==> config.mk <==
export PLATFORM = sky130hd
export DESIGN_NAME = tt_um_cla_subtractor_seq
export DESIGN_NICKNAME = d
export VERILOG_FILES = /design/src/rtl/cla_pkg.sv /design/src/rtl/cla_adder8.sv /design/src/rtl/tt_um_cla_subtractor_seq.sv
export SDC_FILE = /design/constraint.sdc
export NUM_CORES = 1
export LEC_CHECK = 0
export ABC_AREA = 1
export CAP_MARGIN = 20
export CORE_UTILIZATION = 50
export DETAILED_ROUTE_END_ITERATION = 10
export GPL_TIMING_DRIVEN = 1
export PLACE_DENSITY = 0.79
export SYNTH_ARGS = -nofsm -noshare
export SYNTH_HDL_FRONTEND = slang
export SYNTH_SLANG_ARGS = --single-unit
==> constraint.sdc <==
create_clock -name clk -period 2.8 [get_ports clk]
set_input_delay 0.42 -clock clk [delete_from_list [all_inputs] [get_ports clk]]
set_output_delay 0.42 -clock clk [all_outputs]
set_load 0.02 [all_outputs]
==> src/rtl/cla_pkg.sv <==
// Shared definitions for the carry-lookahead subtractor tile.
//   state_t     : FSM state encoding (S_IDLE / S_HAVE_M / S_CALC / S_DONE)
//   fsm_dbg_t   : snapshot of the FSM state and the status flags it decodes to
//   STRB..DONE  : bit positions on uio_in / uio_out
//   UIO_OE_MASK : uio output-enable pattern (bits 7:3 driven, 2:0 inputs)
package cla_pkg;

  localparam int DATA_W = 8;

  typedef enum logic [1:0] {
    S_IDLE   = 2'd0,
    S_HAVE_M = 2'd1,
    S_CALC   = 2'd2,
    S_DONE   = 2'd3
  } state_t;

  typedef struct packed {
    state_t state;
    logic   busy;
    logic   done;
  } fsm_dbg_t;

  // uio_in bit positions
  localparam int STRB = 0;
  localparam int CLR  = 1;

  // uio_out bit positions
  localparam int OVF    = 3;
  localparam int BUSY   = 4;
  localparam int BORROW = 5;
  localparam int ZERO   = 6;
  localparam int DONE   = 7;

  localparam logic [7:0] UIO_OE_MASK = 8'hF8;

endpackage

==> src/rtl/cla_adder8.sv <==
// Combinational carry-lookahead adder.
//   a, b : operands
//   cin  : carry in
//   sum  : a + b + cin, modulo 2^W
//   cout : carry out of the top bit
// Propagate is XOR so the same p term also forms the sum bit. Every carry
// is built as a flat sum of products over generate/propagate terms and cin,
// rather than rippling through the previous carry.
module cla_adder8 #(
  parameter int W = 8
) (
  input  logic [W-1:0] a,
  input  logic [W-1:0] b,
  input  logic         cin,
  output logic [W-1:0] sum,
  output logic         cout
);

  logic [W-1:0] g;
  logic [W-1:0] p;
  logic [W:0]   c;
  logic         c_term;
  logic         p_prod;

  assign g = a & b;
  assign p = a ^ b;

  // c[i+1] = g[i] | p[i]g[i-1] | p[i]p[i-1]g[i-2] | ... | p[i]..p[0]cin
  always_comb begin
    c      = '0;
    c_term = 1'b0;
    p_prod = 1'b1;
    c[0]   = cin;
    for (int i = 0; i < W; i++) begin
      c_term = 1'b0;
      p_prod = 1'b1;
      for (int j = i; j >= 0; j--) begin
        c_term = c_term | (g[j] & p_prod);
        p_prod = p_prod & p[j];
      end
      c[i+1] = c_term | (cin & p_prod);
    end
  end

  assign sum  = p ^ c[W-1:0];
  assign cout = c[W];

endmodule

==> src/rtl/tt_um_cla_subtractor_seq.sv <==
// Sequential subtractor tile: diff = minuend - subtrahend, one operand byte
// per strobe.
//   clk, rst_n : clock, asynchronous active-low reset
//   ena        : 0 freezes the FSM and result registers; strobes are lost
//   ui_in      : operand byte (minuend first, then subtrahend)
//   uio_in     : [0] strb, [1] clr, [7:2] unused
//   uo_out     : registered difference
//   uio_out    : [7] done, [6] zero, [5] borrow, [4] busy, [3] ovf, [2:0] 0
//   uio_oe     : constant 8'hF8
//
// Strobe handshake: there is no ready signal. The source raises strb with
// ui_in already valid and holds ui_in for SYNC_STAGES+2 clocks; each
// synchronised rising edge transfers one byte. The FSM accepts a byte in
// S_IDLE, S_HAVE_M and S_DONE; an edge arriving in S_CALC is dropped, so the
// source waits for done before sending the next minuend.
module tt_um_cla_subtractor_seq
  import cla_pkg::*;
#(
  parameter int WIDTH       = 8,
  parameter int SYNC_STAGES = 2
) (
  input  logic       clk,
  input  logic       rst_n,
  input  logic       ena,
  input  logic [7:0] ui_in,
  input  logic [7:0] uio_in,
  output logic [7:0] uo_out,
  output logic [7:0] uio_out,
  output logic [7:0] uio_oe
);

  // Synchronisers and edge detect run regardless of ena so that a strobe
  // seen while frozen is consumed and not replayed once ena returns.
  logic [SYNC_STAGES-1:0] strb_sync;
  logic [SYNC_STAGES-1:0] clr_sync;
  logic                   prev_strb;
  logic                   sync_strb;
  logic                   sync_clr;
  logic                   strb_rise;

  always_ff @(posedge clk or negedge rst_n) begin
    if (!rst_n) begin
      strb_sync <= '0;
      clr_sync  <= '0;
      prev_strb <= 1'b0;
    end else begin
      strb_sync <= {strb_sync[SYNC_STAGES-2:0], uio_in[STRB]};
      clr_sync  <= {clr_sync[SYNC_STAGES-2:0], uio_in[CLR]};
      prev_strb <= sync_strb;
    end
  end

  assign sync_strb = strb_sync[SYNC_STAGES-1];
  assign sync_clr  = clr_sync[SYNC_STAGES-1];
  assign strb_rise = sync_strb & ~prev_strb;

  // Datapath: m - s = m + ~s + 1
  state_t           state;
  logic [WIDTH-1:0] minuend;
  logic [WIDTH-1:0] subtrahend;
  logic [WIDTH-1:0] diff_q;
  logic             borrow_q;
  logic             ovf_q;
  logic             zero_q;
  logic [WIDTH-1:0] sum;
  logic             cout;

  cla_adder8 #(.W(WIDTH)) u_adder (
    .a    (minuend),
    .b    (~subtrahend),
    .cin  (1'b1),
    .sum  (sum),
    .cout (cout)
  );

  always_ff @(posedge clk or negedge rst_n) begin
    if (!rst_n) begin
      state      <= S_IDLE;
      minuend    <= '0;
      subtrahend <= '0;
      diff_q     <= '0;
      borrow_q   <= 1'b0;
      ovf_q      <= 1'b0;
      zero_q     <= 1'b0;
    end else if (ena) begin
      if (sync_clr) begin
        // clr wins over a coincident strobe edge and drops any pending minuend
        state      <= S_IDLE;
        minuend    <= '0;
        subtrahend <= '0;
        diff_q     <= '0;
        borrow_q   <= 1'b0;
        ovf_q      <= 1'b0;
        zero_q     <= 1'b0;
      end else begin
        case (state)
          S_IDLE: begin
            if (strb_rise) begin
              minuend <= ui_in;
              state   <= S_HAVE_M;
            end
          end
          S_HAVE_M: begin
            if (strb_rise) begin
              subtrahend <= ui_in;
              state      <= S_CALC;
            end
          end
          S_CALC: begin
            diff_q   <= sum;
            borrow_q <= ~cout;
            // signed overflow: operand signs differ and result sign left the minuend's
            ovf_q    <= (minuend[WIDTH-1] != subtrahend[WIDTH-1]) &&
                        (sum[WIDTH-1] != minuend[WIDTH-1]);
            zero_q   <= (sum == '0);
            state    <= S_DONE;
          end
          S_DONE: begin
            // results are held; only the operand registers move here
            if (strb_rise) begin
              minuend <= ui_in;
              state   <= S_HAVE_M;
            end
          end
          default: state <= S_IDLE;
        endcase
      end
    end
  end

  fsm_dbg_t fsm_dbg;

  always_comb begin
    fsm_dbg.state = state;
    fsm_dbg.busy  = (state == S_HAVE_M) || (state == S_CALC);
    fsm_dbg.done  = (state == S_DONE);
  end

  always_comb begin
    uio_out         = 8'h00;
    uio_out[DONE]   = fsm_dbg.done;
    uio_out[ZERO]   = zero_q;
    uio_out[BORROW] = borrow_q;
    uio_out[BUSY]   = fsm_dbg.busy;
    uio_out[OVF]    = ovf_q;
  end

  assign uo_out = diff_q;
  assign uio_oe = UIO_OE_MASK;

  logic unused_uio;
  assign unused_uio = &{1'b0, uio_in[7:2]};

endmodule
# --- Word level (Yosys, flattened, before mapping) ---
# Index checks and enable logic that the tools add are counted.
totals:
  ff_bits: 34
  inputBits: 19
  word_cells: 146
  output_inout_bits: 24
classes:
  bitwise_logic: 99
  muxes: 17
  reduce_logical: 13
  n_eq_ne: 7
ops:
  columns: ["op", "n"]
  rows:
  - ["1-bit bitwise AND", 57]
  - ["8-bit two-way mux", 7]
  - ["1-bit OR", 36]
  - ["8-bit bitwise XOR", 2]
  - ["3-bit AND reduction", 3]
  - ["8-bit bitwise AND", 1]
  - ["8-bit zero test", 1]
  - ["8-bit inverter", 1]
  - ["2-bit nonzero test", 4]
  - ["1-bit two-way mux", 6]
  - ["2-bit two-way mux", 3]
  - ["2-bit one-hot mux with 3 select lines", 1]
  - ["2-bit == test (second input constant)", 2]
  - ["3-bit by 1-bit inequality test with 1-bit output (second input constant)", 1]
  - ["3-bit inequality test (second input constant)", 1]
  - ["2-bit by 1-bit == test with 1-bit output (second input constant)", 1]
  - ["2-bit zero test", 1]
  - ["1-bit inequality test", 2]
  - ["1-bit inverter", 2]
  - ["2-bit AND reduction", 1]
  - ["2-bit OR reduction", 1]
  - ["1-bit logical AND", 1]
  - ["1-bit logical OR", 1]

# --- Longest topological paths before layout ---
# Gate-level depths: netlist of the first run.
depth:
  ltp_word: 15
  ltp_mapped: 14
  ltp_nobuf: 13

# --- Hierarchy ---
# Synthesis of the first run repeated with hierarchy kept, for this count alone.
unflattened:
  hier_cells: 269
  hier_area_um2: 2117.0
by_module_without_submodules:
  columns: ["mod", "cells_per_inst", "instances", "area_per_inst_um2", "seq_area_each_um2"]
  rows:
  - ["tt_um_cla_subtractor_seq", 197, 1, 1684.1, 850.8]
  - ["cla_adder8", 72, 1, 432.9, 0.0]

# --- Worst setup path before layout of the first run ---
# No wires, ideal clock.
synth_path:
  path_type: "register to register"
  start: "reg state[0]"
  end: "reg minuend[1]"
  required_ps: 2674
  t_arrival_ps: 1392
  path_buffers: 1
  stages_incl_launch_ff: 8
  setup_ps: 126
  slack_ps: 1283
  period_less_slack_ps: 1517
  path_cell_list: "dfrtp_1 inv_1 ha_1 o211ai_2 nand2_2 a21oi_4 buf_4 o21ai_0"
synth_via:
  elab_chain_cells: 4
  word_cells_on_any_way: 5
  classes_between: "eq/ne: 1; reduce/logical: 4"
synth_rtl:
  columns: ["element", "line_no", "source"]
  rows:
  - ["start: declaration", "tt_um_cla_subtractor_seq.sv:58", "state_t state;"]
  - ["start signal: assignment", "tt_um_cla_subtractor_seq.sv:78", "state <= S_IDLE;"]
  - ["start signal: assignment", "tt_um_cla_subtractor_seq.sv:88", "state <= S_IDLE;"]
  - ["start signal: assignment", "tt_um_cla_subtractor_seq.sv:100", "state <= S_HAVE_M;"]
  - ["2-bit == test or 2-bit zero test (tied branches)", "tt_um_cla_subtractor_seq.sv:96", "case (state)"]
  - ["2-bit OR reduction (no source line) *", null, null]
  - ["2-bit nonzero test (no source line) *", null, null]
  - ["3-bit AND reduction (no source line) *", null, null]
  - ["end signal: assignment", "tt_um_cla_subtractor_seq.sv:99", "minuend <= ui_in;"]
  - ["end signal: assignment", "tt_um_cla_subtractor_seq.sv:121", "minuend <= ui_in;"]
  - ["end: declaration", "tt_um_cla_subtractor_seq.sv:59", "logic [WIDTH-1:0] minuend;"]
# Mark *: on every way between the ends. The rest lies on a longest branch, timed or not.
# A chain may end at the register's enable or synchronous reset.

# --- Worst setup path in the final report of the first run ---
layout_path:
  start: "reg state[0]"
  end: "out uio_out[4]"
layout_via:
  elab_chain_cells: 2
  word_cells_on_any_way: 3
  classes_between: "eq/ne: 2; reduce/logical: 1"
layout_rtl:
  columns: ["element", "line_no", "source"]
  rows:
  - ["2-bit by 1-bit == test with 1-bit output or 2-bit == test (tied branches)", "tt_um_cla_subtractor_seq.sv:135", "fsm_dbg.busy = (state == S_HAVE_M) || (state == S_CALC);"]
  - ["1-bit logical OR *", "tt_um_cla_subtractor_seq.sv:135", null]
  - ["end: declaration", "tt_um_cla_subtractor_seq.sv:28", "output logic [7:0] uio_out,"]
# Marked as above.

==> results.md, run 1 <==
- The portion of the post-synthesis area used by sequential elements is a little over two fifths.
- The nature of the critical path startpoint is a register.
- Counting stages on the worst path, the most repeated cell is inv_1.
- The number of buffer and inverter instances along the worst setup path is 3.
- The top cell types in the final layout, fill and taps aside, are 58 x nand2_1, 40 x inv_1, 34 x dfrtp_1, 25 x clkdlybuf4s50_1, 21 x o21ai_0.
- The post-layout net count is 300.
- Max-cap violations in this run came to 0.
- The H-tree generated during clock tree synthesis spans 2 levels.
- The part of the power in combinational logic is roughly 57%.
- For this configuration, the core starts out at a cell density of between 50% and 60%.
- Summed over all cells, the static leakage comes to approximately 1.2 nW.
- The power density relative to cell area is about 1300 nW/um^2.
- The worst reg2reg path depth is 6.
- The die outline area is 4173 sq um.
- The most common cell after layout, fill and taps aside is nand2_1.
- The pre-CTS worst setup slack is 0.8775 ns.
- Once detailed placement completed, the half-perimeter wirelength came to about 2600 microns.
- The root buffer selected by CTS is clkbuf_8.
- The clock latency on the worst-skew pair is 0.29 ns.
- The final count of pins violating max slew is 0.
- The sequential standard cell area is 850.8 sq um.
- Counting every instance in the synthesized netlist gives roughly 250.
- The tightest min-delay check is of the reg -> reg type.
- The element type at the critical path end is a primary output.
- The number of global-route vias before repair was between 1000 and 1500.
- The end point of the critical path is uio_out[4].
- The post-CTS clock slew at the launch and capture registers of the worst setup and hold paths is approximately 0.07 ns.
- After detailed routing, the total wire length is ~3500 microns.
- The number of antenna-violating nets in the routed design is 0.
- For this run, the detailed router's first-pass iteration total came to 4.
- The post-synthesis cell type count is 24.
- The post-cts repair resize count is 0.
- The maximum clock path buffer count is 2.
- The total instance count after detailed placement is ~310.
- The post-route worst setup slack is 0.5570 ns.
- The mean area per synthesized cell is ~8 sq um.
- The share of total power in sequential cells is 25.4%.
- The area share of the largest cell type after synthesis is 43.42%.
- The run finished with clean final reports.
- Entering global routing, the biggest net connects 35 pins.
- The core utilization of the finished layout is about 62%.
- The number of antenna violations at the first check in global routing came to 0.
- The library cell contributing the largest single delay on the critical path is clkdlybuf4s50_1.
- By area the synthesized netlist is led by dfrtp_1 43%, nand2_1 11%, ha_1 7.7%, inv_1 7.7%, buf_4 5.7%.
- The setup-violating endpoint count in the final report is 0.
- The worst register-to-register path begins at state[0].
- The internal power is 1.691 mW.
- The count of filler cells inserted in the layout is ~340.
- The critical path runs through a total of 4 cells.
- The vertical die dimension is roughly 65 microns.
- The switching part of the total is about 45%.
- The post-synthesis to final-layout area growth is 18.26%.
- The total of hold buffers inserted after clock tree synthesis is 0.
- The critical path arrival is between 1.5 and 2 ns.
- The global-route total usage across every layer is a little under a fifth.
- Of the cells placed in the final design, the portion with a size suffix greater than 1 is 8.889%.
- The required time at the endpoint of the critical path is about 2.4 ns.
- The cell taking the most area after synthesis is dfrtp_1.
- The start-to-end type of the worst setup path is reg -> out.
- The critical register-to-register path endpoint is minuend[2].
- The power dissipated by switching net loads is about 1.4 mW.
- After detailed routing, the number of remaining DRC violations is 0.
- The via count is 1511.
- After layout, the design draws a total of 3.060 mW.
- The port buffer count is 25.
- After detailed routing, the average wire length per cell comes to 10.89 microns.
- Adding up every negative setup slack in the final design gives 0 ns.
- In this run the count of I/O pins placed on the die edge is between 40 and 50.
- Yosys printed 0 warnings.
- The standard-cell row count is 22.
- The die boundary width is around 65 microns.
- The repair_antennas step left the layout with diodes totalling 0.
- The origin of the worst setup path is state[0].
- The clock arrives with 0.007162 ns of skew.
- Summing all multi-input logic gate instances after layout gives about 850 sq um.
- The delay contributed by the slowest stage of the critical path is 0.62 ns.
- The maximum vdd ir drop is approximately 520 uV.
- Clock tree synthesis inserted a total of 5 buffers.
- The share of the clock period used by the worst path is 80.11%.
- Dividing the detail-routed via count by the number of cells gives ~4.8.
- Among cell families on the critical path, the largest total delay comes from buffers and inverters.
- The maximum fanout along the worst path is 3.
- The final non-filler cell total is roughly 320.
- The total count of hold-check failures in the final report was 0.
- TritonCTS built the clock tree.
- The core area is approximately 3700 sq um.
- The synthesized netlist occupies a cell area of approximately 2000 sq um.
- The fraction of power consumed by the clock network is between 10% and 20%.
- The maximum clock frequency is about 450 MHz.
- The critical path goes through inv_1, ha_1, inv_1, clkdlybuf4s50_1.
- Setup repair after global routing left no endpoint under its margin.
- The post-layout minimum cycle time is 2.243 ns.
- Synthesis inferred 34 register bits.
- The violation count after the first detailed-route iteration is 98.
- The number of setup buffers added after CTS is 0.
- For this run the aggregate overflow at the end of global routing stands at 0.
- The first-pass GRT wire length is ~6100 microns.
- The weighted congestion reported at the end of routability-driven placement is just over 0.8.
- The number of clock sinks is 34.
- The register-to-register setup slack is between 1 and 1.5 ns.
[worst min path at each step]
stage	start	to	depth (start not counted)
after floorplan	rst_n	borrow_q	0
after global placement	clr_sync[0]	clr_sync[1]	0
after detailed placement	clr_sync[0]	clr_sync[1]	0
after CTS	clr_sync[0]	clr_sync[1]	0
after global routing	clr_sync[0]	clr_sync[1]	0
final	clr_sync[0]	clr_sync[1]	0
[metrics by stage]
stage	hold WS [ns]	instance area [sq um]
after floorplan	0.1244	1993
after global placement	0.3340	2172
after detailed placement	0.3428	2172
after CTS	0.3596	2310
after global routing	0.3607	2317
final	0.3564	2317
[area by class of cell]
cell class	instances	area share, %
flip-flops and latches	34	36.72
multi-input cells	160	36.66
repair buffers	27	11.45
inverters	41	6.641
clock buffers	5	2.970
clock inverters	3	2.970
well taps	48	2.592
[power groups by stage]
stage          Sequential (mW)  Combinational [mW]  Clock [mW]
6_report                 0.777                1.74       0.539
5_1_grt                  0.799                1.95       0.574
2_1_floorplan            0.824                1.29           0
4_1_cts                  0.776                1.74       0.549
3_5_place_dp             0.784                1.72           0
3_3_place_gp             0.772                1.66           0
[synthesized netlist by cell type]
cell / n
a22o_1: 2
conb_1: 2
a21oi_4: 1
or2_0: 1
buf_4: 15
ha_1: 12
o21ai_1: 1
buf_2: 3
inv_1: 40
o21ai_0: 21
o211ai_2: 1
nor2_4: 2
nand4_1: 5
xor2_1: 1
a21oi_1: 4
nand3_1: 12
nand3_2: 2
dfrtp_1: 34
inv_2: 1
nand2_2: 5
nand2_1: 58
buf_6: 1
nor2_2: 2
nor2_1: 19
[cells by family after synthesis]
| family | Yosys count | synth area share [%] |
|---|---|---|
| other | 2 | 0.3833 |
| flip-flops | 34 | 43.42 |
| XOR/XNOR | 1 | 0.4471 |
| AND/OR/NAND/NOR | 106 | 24.14 |
| AO/OA/AOI/OAI | 30 | 9.004 |
| buffers and inverters | 60 | 14.94 |
| adder cells (fa/ha/maj) | 12 | 7.663 |
[flip-flops by register name, summed over array words and instances (netlist names)]
name and flops:
minuend 8, subtrahend 8, uo_out 8, clr_sync 2
state 2, strb_sync 2, borrow_q 1, ovf_q 1
prev_strb 1, zero_q 1
[metal layers]
layer	part of all wire, %	track usage (%)
met5	0	0
met4	2.5	12.50
met3	3.2	5.810
met2	47	30.13
met1	47	22.46
No activity file was read; power rests on OpenSTA's default activity.
==> inputs of run 2 (changes only) <==
==> constraint.sdc (replaced) <==
create_clock -name clk -period 2.2 [get_ports clk]
set_input_delay 0.33 -clock clk [delete_from_list [all_inputs] [get_ports clk]]
set_output_delay 0.33 -clock clk [all_outputs]
set_load 0.02 [all_outputs]
==> run 2 against run 1 <==
Worst setup slack worse by 0.47 ns. First-iteration DRC count is 26% lower. Largest cell class unchanged. Sequential share of layout area is 0.38 points higher. Clock skew is 0.0011 ns lower. Clock-buffer cell count stayed put. Register-to-register slack worse by 0.53 ns. Die area stayed put. Sequential power is 27% higher. Core utilization is 0.64 points lower. Via count is 2.0% lower.
==> results.md, run 2 (synthesized netlist as in run 1, its figures left out) <==
- The total congestion overflow was 0 (unchanged).
- The setup-violating endpoint count in the final report is 0 (unchanged).
- The die boundary width is 64.60 microns (unchanged).
- The run finished with clean final reports.
- The standard-cell row count was 22 (unchanged).
- The maximum clock frequency is ~470 MHz.
- In this run the critical register-to-register path is captured at minuend[4].
- The post-CTS setup buffer count came to 0 (unchanged).
- The accumulated negative setup slack was 0 ns (unchanged).
- The register-to-register setup slack is 0.49 ns (-0.53 ns).
- The required time at the endpoint of the critical path is 1.87 ns (-0.51 ns).
- The CTS tree is yes.
- The post-layout net count came to 300 (unchanged).
- The max-capacitance violation count is 0 (unchanged).
- The count of boundary I/O pins is 43 (unchanged).
- The number of H-tree levels is 2 (unchanged).
- The number of cells on the worst hold path is 0 (unchanged).
- The initial core utilization is 52.73% (unchanged).
- The DRC violation count after routing is 0 (unchanged).
- The port buffer count was 25 (unchanged).
- The number of CTS-inserted buffers is 5 (unchanged).
- The number of clock sinks is 34 (unchanged).
- The global-route total usage across every layer is 19.32% (+0.19 points).
- The switching part of the total is 45.76% (+1.0 points).
- The final count of pins violating max slew is 0 (unchanged).
- The post-detailed-routing wire length is 3339 microns (-3.6%).
- The worst setup path is launched from a register.
- The maximum fanout along the worst path is 3 (unchanged).
- The share of the clock period used by the worst path is 96.19%.
- The worst reg2reg path depth came to 6 (unchanged).
- The power dissipated by switching net loads is 1.717 mW (+25%).
- Setup repair after global routing left no endpoint under its margin.
- The core area is 3716 sq um (unchanged).
- The die outline area is 4173 sq um (unchanged).
- The top cell types in the final layout, fill and taps aside, are 58 x nand2_1, 40 x inv_1, 34 x dfrtp_1, 25 x clkdlybuf4s50_1, 21 x o21ai_0.
- The vertical die dimension is 64.60 microns (unchanged).
- The total instance count after detailed placement was 310 (+0.32%).
- The violation count after the first detailed-route iteration came to 73 (-26%).
- The start-to-end type of the worst setup path is reg -> out.
- The mean routed wirelength per cell came to 10.50 microns (-3.6%).
- The number of antenna-violating nets in the routed design came to 0 (unchanged).
- The detailed-placement wirelength estimate is 2412 microns (-5.8%).
- The final non-filler cell total is 318 (unchanged).
- The number of vias per cell after detailed routing is 4.657 (-2.0%).
- After layout, the minimum clock period comes to approximately 2.1 ns.
- Relative to the synthesized area, the layout overhead comes to 17.05%.
- STA classifies the critical path endpoint as a primary output.
- The total of hold buffers inserted after clock tree synthesis is 0 (unchanged).
- The root buffer cell chosen for the clock tree is clkbuf_8.
- The critical path arrival was 1.79 ns (-0.03 ns).
- The number of antenna repair diodes came to 0 (unchanged).
- The number of global-route vias before repair is 1454 (+1.5%).
- The first-pass GRT wire length was 6168 microns (+1.9%).
- The largest net degree at the start of global routing is 35 (unchanged).
- The clock latency on the worst-skew pair is 0.29 ns (about the same).
- The number of iterations in the first detailed-routing pass is 4 (unchanged).
- The share of total power in sequential cells was 26.3% (+0.9 points).
- The power density relative to cell area is 1636 nW/um^2 (+24%).
- The post-CTS clock slew at the launch and capture registers of the worst setup and hold paths is 0.07 ns (about the same).
- The classification of the worst-slack hold path is reg -> reg.
- The leakage power total is 1.190 nW (-1.5%).
- The worst hold path terminates at strb_sync[1].
- The part of the power in combinational logic came to 58.4% (+1.4 points).
- Leaving out fill and tap cells, the most frequent cell in the layout is nand2_1.
- The internal power was 2.035 mW (+20%).
- The maximum clock path buffer count is 2 (unchanged).
- The share of final-layout standard cells stronger than drive strength 1 is 8.889% (unchanged).
- The worst hold path begins at strb_sync[0].
- The weighted congestion reported at the end of routability-driven placement is 0.8157 (about the same).
- The total count of hold-check failures in the final report is 0 (unchanged).
- The number of antenna violations at the first check in global routing is 0 (unchanged).
- The post-cts repair resize count is 0 (unchanged).
- The maximum vdd ir drop came to 592.4 uV (+14%).
- The fraction of power consumed by the clock network came to 15.2% (-2.4 points).
- The via count was 1481 (-2.0%).
- The largest clock skew in the final design is 0.006026 ns (-0.001137 ns).
- The worst register-to-register path begins at state[0].
[run 2: how the worst max path moves through the flow]
stage | start | endpoint | slack (ns) | cells after the start
finish | state[0] | uio_out[4] | 0.08 | 4
CTS | state[0] | uio_out[4] | 0.08 | 4
detailed placement | state[0] | uio_out[4] | 0.41 | 4
global route | state[0] | uio_out[4] | 0.002 | 4
floorplan | state[0] | minuend[1] | 0.68 | 7
global placement | state[0] | uio_out[4] | 0.42 | 4
[run 2: worst max-delay path: stages, from the launching register on]
cell             delay (ns)
dfrtp_1                0.37
inv_1                  0.07
ha_1                   0.32
inv_1                  0.12
clkdlybuf4s50_1        0.61
[run 2: metrics by stage]
| stage | util (%) | setup WS [ns] | power [mW] | hold slack [ns] | area (sq um) |
|---|---|---|---|---|---|
| after global routing | 61.72 | 0.001640 | 4.118 | 0.3672 | 2293 |
| after global placement | 58.65 | 0.4221 | 3.103 | 0.3338 | 2180 |
| after CTS | 61.72 | 0.07846 | 3.767 | 0.3549 | 2293 |
| final | 61.72 | 0.08381 | 3.752 | 0.3524 | 2293 |
| after detailed placement | 58.65 | 0.4051 | 3.159 | 0.3379 | 2180 |
| after floorplan | - | 0.6825 | 2.692 | 0.03441 | 1993 |
[run 2: area by class of cell]
| cell class | instances | area, sq um |
|---|---|---|
| Clock buffer | 5 | 68.82 |
| Clock inverter | 3 | 45.04 |
| Fill cell | 331 | 1423 |
| Inverter | 41 | 153.9 |
| Multi-Input combinational cell | 160 | 849.6 |
| Sequential cell | 34 | 850.8 |
| Tap cell | 48 | 60.06 |
| Timing Repair Buffer | 27 | 265.3 |
[run 2: power groups by stage]
stage / Combinational (mW) / Sequential [mW] / Clock (mW)
finish: 2.19 / 0.987 / 0.572
global route: 2.49 / 1.02 / 0.610
floorplan: 1.64 / 1.05 / 0
CTS: 2.20 / 0.989 / 0.583
global placement: 2.12 / 0.981 / 0
detailed placement: 2.16 / 0.997 / 0
[run 2: per-layer routing]
layer / wire length (microns) / part of all wire (%) / vias up / GRT usage [%]
li1: - / - / 785 / -
met1: 1582 / 47 / 654 / 24.32
met2: 1556 / 47 / 36 / 31.84
met3: 142 / 4.3 / 6 / 4.754
met4: 58 / 1.7 / 0 / 7.500
met5: 0 / 0 / - / 0
